$ cat src/rtl/chj_wb_arbiter.sv
// Writeback arbiter: merges ALU results with FIFO-buffered LSU results onto the
// register-file write port. Define WB_BYPASS_EN to bypass staged writes to decode.
module chj_wb_arbiter #(
  parameter int ADDR_WIDTH   = 5,
  parameter int DATA_WIDTH   = 32,
  parameter int DEPTH        = 4,
  parameter int STARVE_LIMIT = 3
) (
  input  logic                    clk,
  input  logic                    rst,
  input  logic                    alu_valid,
  input  logic [ADDR_WIDTH-1:0]   alu_rd,
  input  logic [DATA_WIDTH-1:0]   alu_data,
  output logic                    alu_stall,
  input  logic                    lsu_valid,
  output logic                    lsu_ready,
  input  logic [ADDR_WIDTH-1:0]   lsu_rd,
  input  logic [DATA_WIDTH-1:0]   lsu_data,
  output logic                    rf_wen,
  output logic [ADDR_WIDTH-1:0]   rf_waddr,
  output logic [DATA_WIDTH-1:0]   rf_wdata,
  input  logic [ADDR_WIDTH-1:0]   chk_rs1,
  input  logic [ADDR_WIDTH-1:0]   chk_rs2,
  output logic                    hazard_rs1,
  output logic                    hazard_rs2,
  output logic                    byp_rs1_valid,
  output logic                    byp_rs2_valid,
  output logic [DATA_WIDTH-1:0]   byp_rs1_data,
  output logic [DATA_WIDTH-1:0]   byp_rs2_data,
  output logic [$clog2(DEPTH):0]  fifo_count
);
  localparam int PW = $clog2(DEPTH);
  localparam int CW = PW + 1;

  logic [ADDR_WIDTH-1:0] fifo_rd_q   [DEPTH];
  logic [DATA_WIDTH-1:0] fifo_data_q [DEPTH];
  logic [PW-1:0]         wr_ptr_q, wr_ptr_d, rd_ptr_q, rd_ptr_d;
  logic [CW-1:0]         count_q, count_d;
  logic [3:0]            starve_q, starve_d;
  logic                  rf_wen_q, rf_wen_d;
  logic [ADDR_WIDTH-1:0] rf_waddr_q, rf_waddr_d;
  logic [DATA_WIDTH-1:0] rf_wdata_q, rf_wdata_d;
  logic                  fifo_empty, alu_take, push, pop;
  logic                  fifo_hit1, fifo_hit2, staged1, staged2;
  logic [PW-1:0]         slot_off;

  assign fifo_empty = (count_q == '0);
  assign lsu_ready  = (count_q != CW'(DEPTH));
  assign alu_stall  = (starve_q == 4'(STARVE_LIMIT)) && !fifo_empty;
  assign alu_take   = alu_valid && (alu_rd != '0);
  assign push       = lsu_valid && lsu_ready && (lsu_rd != '0);

  always_comb begin
    pop        = 1'b0;
    rf_wen_d   = 1'b0;
    rf_waddr_d = '0;
    rf_wdata_d = '0;
    if (alu_stall || (!alu_take && !fifo_empty)) begin
      pop        = 1'b1;
      rf_wen_d   = 1'b1;
      rf_waddr_d = fifo_rd_q[rd_ptr_q];
      rf_wdata_d = fifo_data_q[rd_ptr_q];
    end else if (alu_take) begin
      rf_wen_d   = 1'b1;
      rf_waddr_d = alu_rd;
      rf_wdata_d = alu_data;
    end
  end

  // Starvation only accumulates while the head is waiting behind ALU wins
  always_comb begin
    wr_ptr_d = wr_ptr_q + PW'(push);
    rd_ptr_d = rd_ptr_q + PW'(pop);
    count_d  = count_q + CW'(push) - CW'(pop);
    if (pop || fifo_empty) begin
      starve_d = '0;
    end else if (alu_take && (starve_q != 4'(STARVE_LIMIT))) begin
      starve_d = starve_q + 4'd1;
    end else begin
      starve_d = starve_q;
    end
  end

  always_ff @(posedge clk or negedge rst) begin
    if (!rst) begin
      wr_ptr_q   <= '0;
      rd_ptr_q   <= '0;
      count_q    <= '0;
      starve_q   <= '0;
      rf_wen_q   <= 1'b0;
      rf_waddr_q <= '0;
      rf_wdata_q <= '0;
    end else begin
      wr_ptr_q   <= wr_ptr_d;
      rd_ptr_q   <= rd_ptr_d;
      count_q    <= count_d;
      starve_q   <= starve_d;
      rf_wen_q   <= rf_wen_d;
      rf_waddr_q <= rf_waddr_d;
      rf_wdata_q <= rf_wdata_d;
    end
  end

  always_ff @(posedge clk) begin
    if (push) begin
      fifo_rd_q[wr_ptr_q]   <= lsu_rd;
      fifo_data_q[wr_ptr_q] <= lsu_data;
    end
  end

  // A slot is live when its distance from the read pointer is below the occupancy
  always_comb begin
    fifo_hit1 = 1'b0;
    fifo_hit2 = 1'b0;
    slot_off  = '0;
    for (int s = 0; s < DEPTH; s++) begin
      slot_off = PW'(s) - rd_ptr_q;
      if ({1'b0, slot_off} < count_q) begin
        if (fifo_rd_q[PW'(s)] == chk_rs1) fifo_hit1 = 1'b1;
        if (fifo_rd_q[PW'(s)] == chk_rs2) fifo_hit2 = 1'b1;
      end
    end
  end

  assign staged1 = rf_wen_q && (rf_waddr_q == chk_rs1);
  assign staged2 = rf_wen_q && (rf_waddr_q == chk_rs2);

`ifdef WB_BYPASS_EN
  assign byp_rs1_valid = staged1 && (chk_rs1 != '0);
  assign byp_rs2_valid = staged2 && (chk_rs2 != '0);
  assign byp_rs1_data  = rf_wdata_q;
  assign byp_rs2_data  = rf_wdata_q;
  assign hazard_rs1    = (chk_rs1 != '0) && fifo_hit1;
  assign hazard_rs2    = (chk_rs2 != '0) && fifo_hit2;
`else
  assign byp_rs1_valid = 1'b0;
  assign byp_rs2_valid = 1'b0;
  assign byp_rs1_data  = '0;
  assign byp_rs2_data  = '0;
  assign hazard_rs1    = (chk_rs1 != '0) && (fifo_hit1 || staged1);
  assign hazard_rs2    = (chk_rs2 != '0) && (fifo_hit2 || staged2);
`endif

  assign rf_wen     = rf_wen_q;
  assign rf_waddr   = rf_waddr_q;
  assign rf_wdata   = rf_wdata_q;
  assign fifo_count = count_q;
endmodule

$ cat config.mk
export PLATFORM = sky130hd
export DESIGN_NAME = chj_wb_arbiter
export DESIGN_NICKNAME = d
export VERILOG_FILES = /design/src/rtl/chj_wb_arbiter.sv
export SDC_FILE = /design/constraint.sdc
export NUM_CORES = 1
export LEC_CHECK = 0
export ABC_AREA = 1
export CAP_MARGIN = 40
export CORE_UTILIZATION = 46
export CTS_CLUSTER_SIZE = 20
export DETAILED_ROUTE_END_ITERATION = 16
export PLACE_DENSITY_LB_ADDON = 0.15
export SYNTH_ARGS = -nofsm -noshare
export SYNTH_HDL_FRONTEND = slang
export SYNTH_SLANG_ARGS = --single-unit
$ cat constraint.sdc
create_clock -name clk -period 4.04 [get_ports clk]
set_input_delay 0.606 -clock clk [delete_from_list [all_inputs] [get_ports clk]]
set_output_delay 0.606 -clock clk [all_outputs]
set_load 0.02 [all_outputs]
==> results of run 1 <==
## report_power, final
group,internal (mW),switching [mW]
registers,2.72,0.238
logic,0.974,1.67
clock network,0.912,0.812
## area by class of cell
class                           count  area, µm²
Clock buffer                       18        439
Clock inverter                     14        181
Fill cell                        1584       8020
Inverter                           78        298
Multi-Input combinational cell    468       2450
Sequential cell                   197       5670
Tap cell                          234        293
Timing Repair Buffer              146       1420
## placed cells by master (no fill, tap or decap), types with 13 or more instances in the layout
| cell | n |
|---|---|
| o22ai_1 | 16 |
| edfxtp_1 | 148 |
| nand3_1 | 49 |
| xor2_1 | 26 |
| buf_4 | 14 |
| nor2_1 | 35 |
| a22oi_1 | 23 |
| dfrtp_1 | 49 |
| clkbuf_16 | 17 |
| nand2_1 | 155 |
| a21oi_1 | 16 |
| xnor2_1 | 13 |
| conb_1 | 66 |
| inv_1 | 74 |
| clkdlybuf4s50_1 | 131 |
| o21ai_0 | 23 |
## sequential cells by signal, summed over array words and instances (netlist names)
| register | cells |
|---|---|
| rf_wdata | 32 |
| wr_ptr_q | 2 |
| fifo_rd_q | 20 |
| starve_q | 4 |
| rf_wen | 1 |
| fifo_count | 3 |
| rf_waddr | 5 |
| fifo_data_q | 128 |
| rd_ptr_q | 2 |
## layer usage
layer | up-vias | routed length [µm]
met2 | 206 | 10400
met3 | 20 | 1100
met5 | - | 0
li1 | 2733 | -
met4 | 0 | 364
met1 | 2764 | 8740
## cells by family after synthesis
group,synth area share (%)
and+or+nand+nor,12.6
DFF,64.4
buffers and inverters,11.0
AOI/OAI and AO/OA,6.61
xor gates and xnor gates,3.88
adders and majority gates,1.51
other,0.0426
## path summary, 6_finish.rpt
| path | end | slack [ps] | cells after the start |
|---|---|---|---|
| worst max-delay path | hazard_rs1 | 600 | 10 |
| worst min-delay path | rf_wdata[8]$_DFF_PN0_ | 310 | 2 |
| worst max register to register | fifo_count[2]$_DFF_PN0_ | 1340 | 11 |
| worst min register to register | starve_q[0]$_DFFE_PN0P_ | 460 | 1 |
| max in group asynchronous | rf_wdata[30]$_DFF_PN0_ | 3260 | 2 |
| min in group clk | starve_q[0]$_DFFE_PN0P_ | 460 | 1 |
## stage by stage
stage          hold WS [ps]  instances  worst slack, ps  TNS [ps]  util, %
2_1_floorplan           310        839             -214    -31670        -
3_3_place_gp            447       1123              533         0     54.0
3_5_place_dp            456       1123              614         0     54.0
4_1_cts                 324       1155              601         0     57.3
5_1_grt                 379       1155              446         0     57.3
6_report                310       1155              598         0     57.3
## critical path, stage by stage
cell and delay [ps]:
clkdlybuf4s50_1 680, inv_1 170, nand2_1 90, o21ai_0 80
nor2_1 190, nand3_1 170, nand2_1 110, nor2_1 70
nor2_1 80, clkdlybuf4s50_1 600
==> key figures, run 1 <==
Clocking
  • Clock sink count: a little under 200
  • Clock root buffer: clkbuf_16
  • CTS tree: yes
  • Worst-path clk slew: about 80 ps
  • Hold-fix buffers at CTS: 0
  • Htree depth: 4
  • Worst skew pair latency: between 400 and 500 ps
  • Post-CTS setup buffers: 0
  • CTS Buf Count: 17
  • Clock Path Buffers: 2
  • Post-CTS sizing: 0

Power and ir drop
  • Max IR drop VDD: between 300 and 400 µV
  • Pwr/cell area: slightly below 700 mW/mm²
  • Lkg Pwr: between 4 and 5 nW
  • PnR Total Power: about 7.3 mW

Floorplanning
  • Core Footprint: about 0.019 mm²
  • Die area: just under 0.02 mm²
  • Placement row count: 50
  • Die Y: about 140 µm
  • Io pins: approximately 200
  • Die width: approximately 140 µm
  • Initial Util: a little under half

GRT
  • Routing usage on met3: ~3.7%
  • Antenna violations before repair: 0
  • GR Layer Usage met1: 27.4%
  • Vias in the first global route: ~5700
  • Grt total ovfl: 0
  • First-pass GRT wire length: between 30 and 40 mm
  • Met2 GRT Util: roughly two fifths
  • Largest net degree at the start of global routing: 50
  • GR peak layer: met2
  • GRT Overall Usage: 22.1%

Worst setup path
  • Critical Path RT: roughly 3400 ps
  • CP startpoint: chk_rs1[3]
  • Max FO, Critical Path: 6
  • Setup Crit Path Kind: in2out
  • Crit. End Element: output pin
  • Critical path arrival: between 2000 and 3000 ps
  • Startpoint Class: input port
  • Crit Reg-Reg Startpoint: fifo_count[1]$_DFF_PN0_

Yosys
  • Area contributors post-synth: edfxtp_1 50%, dfrtp_1 14%, nand2_1 6.6%, buf_4 5.8%, inv_1 3.2%
  • Top-count cell post-synth: nand2_1
  • Async S/R FF share, synth: between 20% and 30%
  • Synth warnings: 0
  • Post-Syn Instances: 774
  • Yosys cell types: 37
  • Post-synth EDFFs: around 150
  • Synth top area share: 50.5%
  • Top cells by count, synth: 155 x nand2_1, 148 x edfxtp_1, 74 x inv_1, 68 x buf_4
  • Avg Cell Area, Syn: ~11 µm²
  • Syn Std Cell Area: about 0.009 mm²
  • Sequential cell area fraction in the yosys report: between 60% and 70%
  • Number of synthesized register bits: ~200
  • Ys flop type: edfxtp_1
  • Largest area contributor in the netlist: edfxtp_1

Finish
  • Layout cell share with drive strength beyond 1: approximately 8.3%
  • Post-route cell area: 0.0108 mm²
  • Fin nets: between 1000 and 1500
  • # diodes: 0
  • Area Growth Syn to Fin: 22.1%

Detailed routing
  • Wire per inst: 17.9 µm
  • Final ANT Viol Nets: 0
  • Vias per cell: 4.95
  • Initial DRC count: 305
  • DRC viols: 0
  • Routed vias: about 5700
  • Routed WL: between 20 and 25 mm
  • DR pass1 iterations: 6

STA
  • Final Cycle Share: between 80 and 90%
  • Clk_skew: 21.8 ps
  • Final setup fails: 0
  • RSZ-0062 raised after global routing: no
  • FMAX: between 200 and 300 MHz
  • Post-route minimum period: between 3000 and 4000 ps
  • Actual slew at the worst max-slew pin: roughly 830 ps
  • Final hold vios: 0
  • Slew Limit Fails: 0
  • Slew Limit Headroom: 44.1%

Placed design
  • Gpl congestion: 0.863
  • Hpwl dp: around 14 mm
  • Placed inst area: a little over 0.01 mm²
  • Number of port buffers: about 130

Flow run
  • Max-cap violations: 0

Run status
  • Outcome: completed

Worst hold path
  • Hold Crit Class: in2async
Power figures use the tool's default switching activity.
==> inputs of run 2 (changes only) <==
--- a/config.mk
+++ b/config.mk
@@ -7,10 +7,12 @@
 export LEC_CHECK = 0
 export ABC_AREA = 1
 export CAP_MARGIN = 40
-export CORE_UTILIZATION = 46
+export CORE_UTILIZATION = 43
 export CTS_CLUSTER_SIZE = 20
 export DETAILED_ROUTE_END_ITERATION = 16
 export PLACE_DENSITY_LB_ADDON = 0.15
+export SETUP_SLACK_MARGIN = 0.02
 export SYNTH_ARGS = -nofsm -noshare
 export SYNTH_HDL_FRONTEND = slang
 export SYNTH_SLANG_ARGS = --single-unit
+export TNS_END_PERCENT = 5
==> run 2 against run 1 <==
  * Wire length down 7.7%
  * Register-to-register slack hardly changed
  * Core utilization is 2.8 points lower
  * Combinational power hardly changed
  * Non-clock buffer count did not move
  * Final area grew 0.22%
  * First-iteration DRC count grew 8.2%
  * Clock-buffer cell count down 1
  * Largest cell class unchanged
  * Hold slack gained 2.0 ps
  * Critical endpoint is now hazard_rs2
  * Cell count rose by 2.8%
==> key figures, run 2 (synthesis results as in run 1) <==
Detailed routing
  • Wire per inst: 16.0 µm (-10%)
  • Final ANT Viol Nets: 0 (unchanged)
  • Routed vias: 5575 (-2.6%)
  • Vias per cell: 4.70 (-5.2%)
  • DR pass1 iterations: 5 (-1)
  • Routed WL: 19.0 mm (-7.7%)
  • Initial DRC count: 330 (+8.2%)
  • DRC viols: 0 (unchanged)

Clocking
  • Hold-fix buffers at CTS: 0 (unchanged)
  • Clock Path Buffers: 2 (unchanged)
  • CTS tree: yes
  • Post-CTS setup buffers: 0 (unchanged)
  • Htree depth: 4 (unchanged)
  • Clock sink count: 197 (unchanged)
  • CTS Buf Count: 17 (unchanged)
  • Post-CTS sizing: 0 (unchanged)
  • Worst-path clk slew: 80 ps (about the same)
  • Clock root buffer: clkbuf_16
  • Worst skew pair latency: 430 ps (about the same)

GRT
  • Grt total ovfl: 0 (unchanged)
  • Largest net degree at the start of global routing: 50 (unchanged)
  • Antenna violations before repair: 1 (+1)
  • GRT Overall Usage: 18.8% (-3.2 points)
  • Vias in the first global route: 5383 (-5.1%)
  • First-pass GRT wire length: 30.0 mm (-6.2%)

Placed design
  • Gpl congestion: 0.931 (+7.8%)
  • Hpwl dp: 12.2 mm (-9.5%)
  • Worst setup slack after placement: 808 ps (+194 ps)
  • Number of port buffers: 132 (unchanged)
  • Placed insts: 1154 (+2.8%)

Worst setup path
  • Critical path arrival: 2750 ps (-90 ps)
  • Crit. End Element: output pin
  • Startpoint Class: flip-flop
  • Max FO, Critical Path: 7 (+1)
  • Critical Path RT: 3430 ps (about the same)
  • Setup Crit Path Kind: reg2out

STA
  • Clk_skew: 13.6 ps (-8.30 ps)
  • FMAX: 298 MHz (+2.5%)
  • Final setup fails: 0 (unchanged)
  • Final hold vios: 0 (unchanged)
  • Post-route minimum period: 3360 ps (-84.6 ps)
  • Final Cycle Share: 83.1% (-2.1 points)
  • Actual slew at the worst max-slew pin: 701 ps (-132 ps)
  • Slew Limit Headroom: 53.3% (+9.2 points)
  • Slew Limit Fails: 0 (unchanged)
  • RSZ-0062 raised after global routing: no
  • Final worst slack: 683 ps (+84.6 ps)

Finish
  • Fin cells: 1187 (+2.8%)
  • Fin nets: 1006 (unchanged)
  • Fill cell count: 1710 (+8.0%)
  • Most frequent cells in the layout: 155 x nand2_1, 148 x edfxtp_1, 131 x clkdlybuf4s50_1
  • Layout cell share with drive strength beyond 1: 8.25% (unchanged)
  • Area Growth Syn to Fin: 22.3%
  • Max reg flops: 128 (unchanged)
  • Largest register by flop count: fifo_data_q
  • Commonest non-fill, non-tap cell in the layout: nand2_1

Power and ir drop
  • PnR Total Power: 7.23 mW (-1.5%)
  • Pwr/cell area: 671 mW/mm² (-1.7%)
  • Lkg Pwr: 4.37 nW (-0.30%)
  • Max IR drop VDD: 382 µV (+10%)

Floorplanning
  • Initial Util: 44.5% (-2.4 points)
  • Io pins: 199 (unchanged)
  • Core Footprint: 0.0198 mm² (+5.4%)
  • Die area: 0.0211 mm² (+6.9%)
  • Die width: 145 µm (+3.4%)
  • Placement row count: 51 (+2.0%)
  • Die Y: 145 µm (+3.4%)

Worst hold path
  • Hold Crit Class: in2async

Run status
  • Outcome: completed

Flow run
  • Max-cap violations: 0 (unchanged)
==> run 2: layer usage <==
metal  routed length (µm)  vias up  share of wire, %  GRT usage (%)
li1                     -     2732                 -              -
met1                 8690     2646                46           25.3
met2                 9110      186                48           30.6
met3                 1040       11               5.4           4.25
met4                  201        0               1.1           5.32
met5                    0        -                 0              0
==> run 2: power by group <==
part           internal [mW]  total, mW  switching (mW)
clock                  0.828       1.64           0.815
combinational          0.995       2.63            1.64
sequential              2.72       2.95           0.228
==> run 2: final timing paths <==
| kind | startpoint | endpoint | slack [ps] | cells after the start |
|---|---|---|---|---|
| max | rd_ptr_q[1]$_DFF_PN0_ | hazard_rs2 | 680 | 10 |
| min | rst | rf_wdata[6]$_DFF_PN0_ | 310 | 2 |
| max reg2reg | fifo_count[1]$_DFF_PN0_ | fifo_count[2]$_DFF_PN0_ | 1330 | 11 |
| min reg2reg | starve_q[0]$_DFFE_PN0P_ | starve_q[0]$_DFFE_PN0P_ | 470 | 1 |
| max in group asynchronous | rst | rf_wdata[28]$_DFF_PN0_ | 3260 | 2 |
| min in group clk | starve_q[0]$_DFFE_PN0P_ | starve_q[0]$_DFFE_PN0P_ | 470 | 1 |
==> run 2: layout make-up <==
cell class | count | area, µm² | share of cell area, %
flip-flops and latches | 197 | 5670 | 52.6
multi-input cells | 468 | 2450 | 22.7
repair buffers | 146 | 1440 | 13.4
clock buffers | 17 | 425 | 3.95
well taps | 265 | 332 | 3.08
inverters | 78 | 298 | 2.76
diodes | 1 | 2.50 | 0.0232
clock inverters | 15 | 158 | 1.46
==> run 2: per-stage QoR <==
step / TNS, ps / util, % / hold slack (ps) / instance area, µm²
after CTS: 0 / 54.5 / 326 / 10800
after detailed placement: 0 / 51.5 / 469 / 10200
after global placement: 0 / 51.4 / 454 / 10200
after floorplan: -31670 / - / 310 / 9050
final: 0 / 54.5 / 312 / 10800
after global routing: 0 / 54.5 / 363 / 10800
==> run 2: worst max-delay path, cell delays in order (launching register included) <==
cell             delay (ps)
dfrtp_1                 510
nand2_1                 130
inv_2                    40
nor2_1                  130
ha_1                    250
a31oi_1                 290
nand3_1                 140
nand3_1                  80
nor2_1                   40
nor2_1                  100
clkdlybuf4s50_1         610
==> inputs of run 3 (changes only) <==
==> constraint.sdc (replaced) <==
create_clock -name clk -period 3.2 [get_ports clk]
set_input_delay 0.48 -clock clk [delete_from_list [all_inputs] [get_ports clk]]
set_output_delay 0.48 -clock clk [all_outputs]
set_load 0.02 [all_outputs]
==> run 3 against run 2 <==
  * Non-clock buffer count rose by 3
  * Die area is the same
  * Sequential power rose by 27%
  * Sequential cell count did not move
  * Hold slack worse by 280 ps
  * Global-route usage is 0.090 points higher
  * Power grew 26%
  * Final area barely moved
  * Combinational power rose by 27%
  * First-iteration DRC count up 21%
  * Critical path type unchanged
  * Highest routed layer unchanged
==> key figures, run 3 (synthesis results as in run 1) <==
Run status
  • Outcome: completed

Clocking
  • Clock Path Buffers: 2 (unchanged)
  • CTS tree: yes
  • Post-CTS setup buffers: 0 (unchanged)
  • Worst skew pair latency: 420 ps (about the same)
  • Clock root buffer: clkbuf_16
  • Htree depth: 4 (unchanged)
  • Worst-path clk slew: 70 ps (about the same)
  • Clock sink count: 197 (unchanged)
  • Hold-fix buffers at CTS: 0 (unchanged)
  • CTS Buf Count: 17 (unchanged)

STA
  • Final worst slack: 83.7 ps (-599 ps)
  • Actual slew at the worst max-slew pin: 746 ps (+44.7 ps)
  • Slew Limit Headroom: 50.2% (-3.1 points)
  • Final Cycle Share: about 97%
  • Final setup fails: 0 (unchanged)
  • FMAX: between 300 and 400 MHz
  • Slew Limit Fails: 0 (unchanged)
  • Clk_skew: 8.77 ps (-4.78 ps)
  • RSZ-0062 raised after global routing: yes
  • Final hold vios: 0 (unchanged)
  • Setup tns final: 0 ps (unchanged)
  • Post-route minimum period: between 3000 and 4000 ps

Finish
  • Layout cell share with drive strength beyond 1: 8.66% (+0.41 points)
  • Max reg flops: 128 (unchanged)
  • Most frequent cells in the layout: 155 x nand2_1, 148 x edfxtp_1, 130 x clkdlybuf4s50_1
  • Largest register by flop count: fifo_data_q
  • Fill cell count: 1744 (+2.0%)
  • Post-route cell area: 0.0108 mm² (about the same)
  • Fin nets: 1009 (+0.30%)
  • Commonest non-fill, non-tap cell in the layout: nand2_1
  • Area Growth Syn to Fin: 22.2% (about the same)

Worst setup path
  • Most used cell, CP: nor2_1
  • Worst-path cell chain: inv_1 -> ha_1 -> nand3_1 -> o21ai_0 -> nor2_1 -> nand3_1 -> nand2_1 -> nor2_1 -> nor2_1 -> clkdlybuf4s50_1
  • Crit Reg-Reg Startpoint: fifo_count[1]$_DFF_PN0_
  • R2R depth: 11 (unchanged)
  • Crit. End Element: output pin
  • Startpoint Class: flip-flop
  • R2r setup slk: 860 ps (-470 ps)
  • Reg-to-Reg End: fifo_count[2]$_DFF_PN0_
  • Slowest cell on the critical path: clkdlybuf4s50_1
  • Max FO, Critical Path: 7 (unchanged)
  • Critical path arrival: 2640 ps (-110 ps)
  • Max stage delay on crit path: 610 ps (about the same)
  • CP bufs+invs: 2 (unchanged)
  • Crit-path leading delay family: buffers and inverters
  • Critical Path RT: 2720 ps (-710 ps)
  • Setup Crit Path Kind: reg2out

GRT
  • GRT Overall Usage: 18.9% (+0.090 points)
  • Antenna violations before repair: 1 (unchanged)
  • First-pass GRT wire length: 30.5 mm (+1.5%)
  • Vias in the first global route: 5531 (+2.7%)
  • Largest net degree at the start of global routing: 38 (-24%)
  • Grt total ovfl: 0 (unchanged)

Placed design
  • Number of port buffers: 132 (unchanged)
  • Worst setup slack after placement: 215 ps (-593 ps)
  • Gpl congestion: 0.910 (-2.2%)
  • Placed inst area: 0.0102 mm² (about the same)
  • Hpwl dp: 12.6 mm (+3.3%)

Detailed routing
  • Routed vias: 5599 (+0.43%)
  • Routed WL: 19.3 mm (+1.6%)
  • Initial DRC count: 399 (+21%)
  • Vias per cell: 4.71 (+0.18%)
  • DRC viols: 0 (unchanged)
  • Wire per inst: 16.3 µm (+1.3%)
  • Met1 wire length: 8.75 mm (+0.75%)
  • DR pass1 iterations: 5 (unchanged)
  • Top sig layer: met4
  • Wire length on met3: 1.09 mm (+5.4%)
  • Final ANT Viol Nets: 0 (unchanged)
  • Met2 wire len: 9.23 mm (+1.3%)

Power and ir drop
  • Max IR drop VDD: 408 µV (+6.9%)
  • PnR Total Power: 9.08 mW (+26%)
  • Lkg Pwr: 4.39 nW (+0.47%)
  • Pwr/cell area: 843 mW/mm² (+26%)

Floorplanning
  • Core Footprint: 0.0198 mm² (unchanged)
  • Die area: 0.0211 mm² (unchanged)
  • Die Y: 145 µm (unchanged)
  • Die width: 145 µm (unchanged)
  • Placement row count: 51 (unchanged)
  • Io pins: 199 (unchanged)
  • Initial Util: 44.5% (unchanged)

Flow run
  • Max-cap violations: 0 (unchanged)

Worst hold path
  • Hold Crit Class: in2async
-- run 3: cell types whose count changed in the layout (fill, tap and decap cells not counted), moves of 2 or more --
| cell | change |
|---|---|
| clkinv_2 | +2 |
| buf_4 | +4 |
| clkbuf_8 | +3 |
| clkinv_8 | -3 |
| inv_6 | -4 |
-- run 3: power by group --
part           leakage (nW)  switching, mW  internal [mW]
Combinational          2.16           2.08           1.25
Sequential             1.95          0.296           3.44
Clock                 0.278          0.938           1.07
Total                  4.39           3.31           5.77
-- run 3: metal layers --
| layer | vias to the layer above | GRT usage (%) |
|---|---|---|
| li1 | 2739 | - |
| met1 | 2647 | 25.6 |
| met2 | 194 | 30.7 |
| met3 | 19 | 4.18 |
| met4 | 0 | 5.16 |
| met5 | - | 0 |
-- run 3: area by class of cell --
| cell class | instances | area [µm²] | area share [%] |
|---|---|---|---|
| Sequential cell | 197 | 5670 | 52.7 |
| Multi-Input combinational cell | 468 | 2450 | 22.8 |
| Timing Repair Buffer | 149 | 1450 | 13.4 |
| Clock buffer | 20 | 467 | 4.33 |
| Tap cell | 265 | 332 | 3.08 |
| Inverter | 78 | 298 | 2.77 |
| Clock inverter | 12 | 96.3 | 0.895 |
| Antenna cell | 1 | 2.50 | 0.0232 |
-- run 3: worst max path at each step --
stage / start / to / slack, ps / cells after the start
6_report: fifo_count[1]$_DFF_PN0_ / hazard_rs2 / 80 / 10
5_1_grt: fifo_count[1]$_DFF_PN0_ / hazard_rs2 / -120 / 10
3_5_place_dp: chk_rs1[3] / hazard_rs1 / 220 / 10
2_1_floorplan: fifo_count[1]$_DFF_PN0_ / fifo_data_q[0][0]$_DFFE_PP_ / -1050 / 5
4_1_cts: fifo_count[1]$_DFF_PN0_ / hazard_rs2 / 40 / 10
3_3_place_gp: chk_rs1[3] / hazard_rs1 / 200 / 10
-- run 3: per-stage QoR --
step                hold slack, ps  cells  util [%]
floorplan                      184    839         -
global placement               449   1157      51.5
detailed placement             470   1157      51.5
CTS                           52.4   1189      54.4
global route                  69.5   1189      54.4
finish                        31.0   1190      54.4
-- run 3: repair_timing --
action,CTS,global route
pin swaps,0,0
setup endpoints to repair,2,2
gates resized for setup,1,2
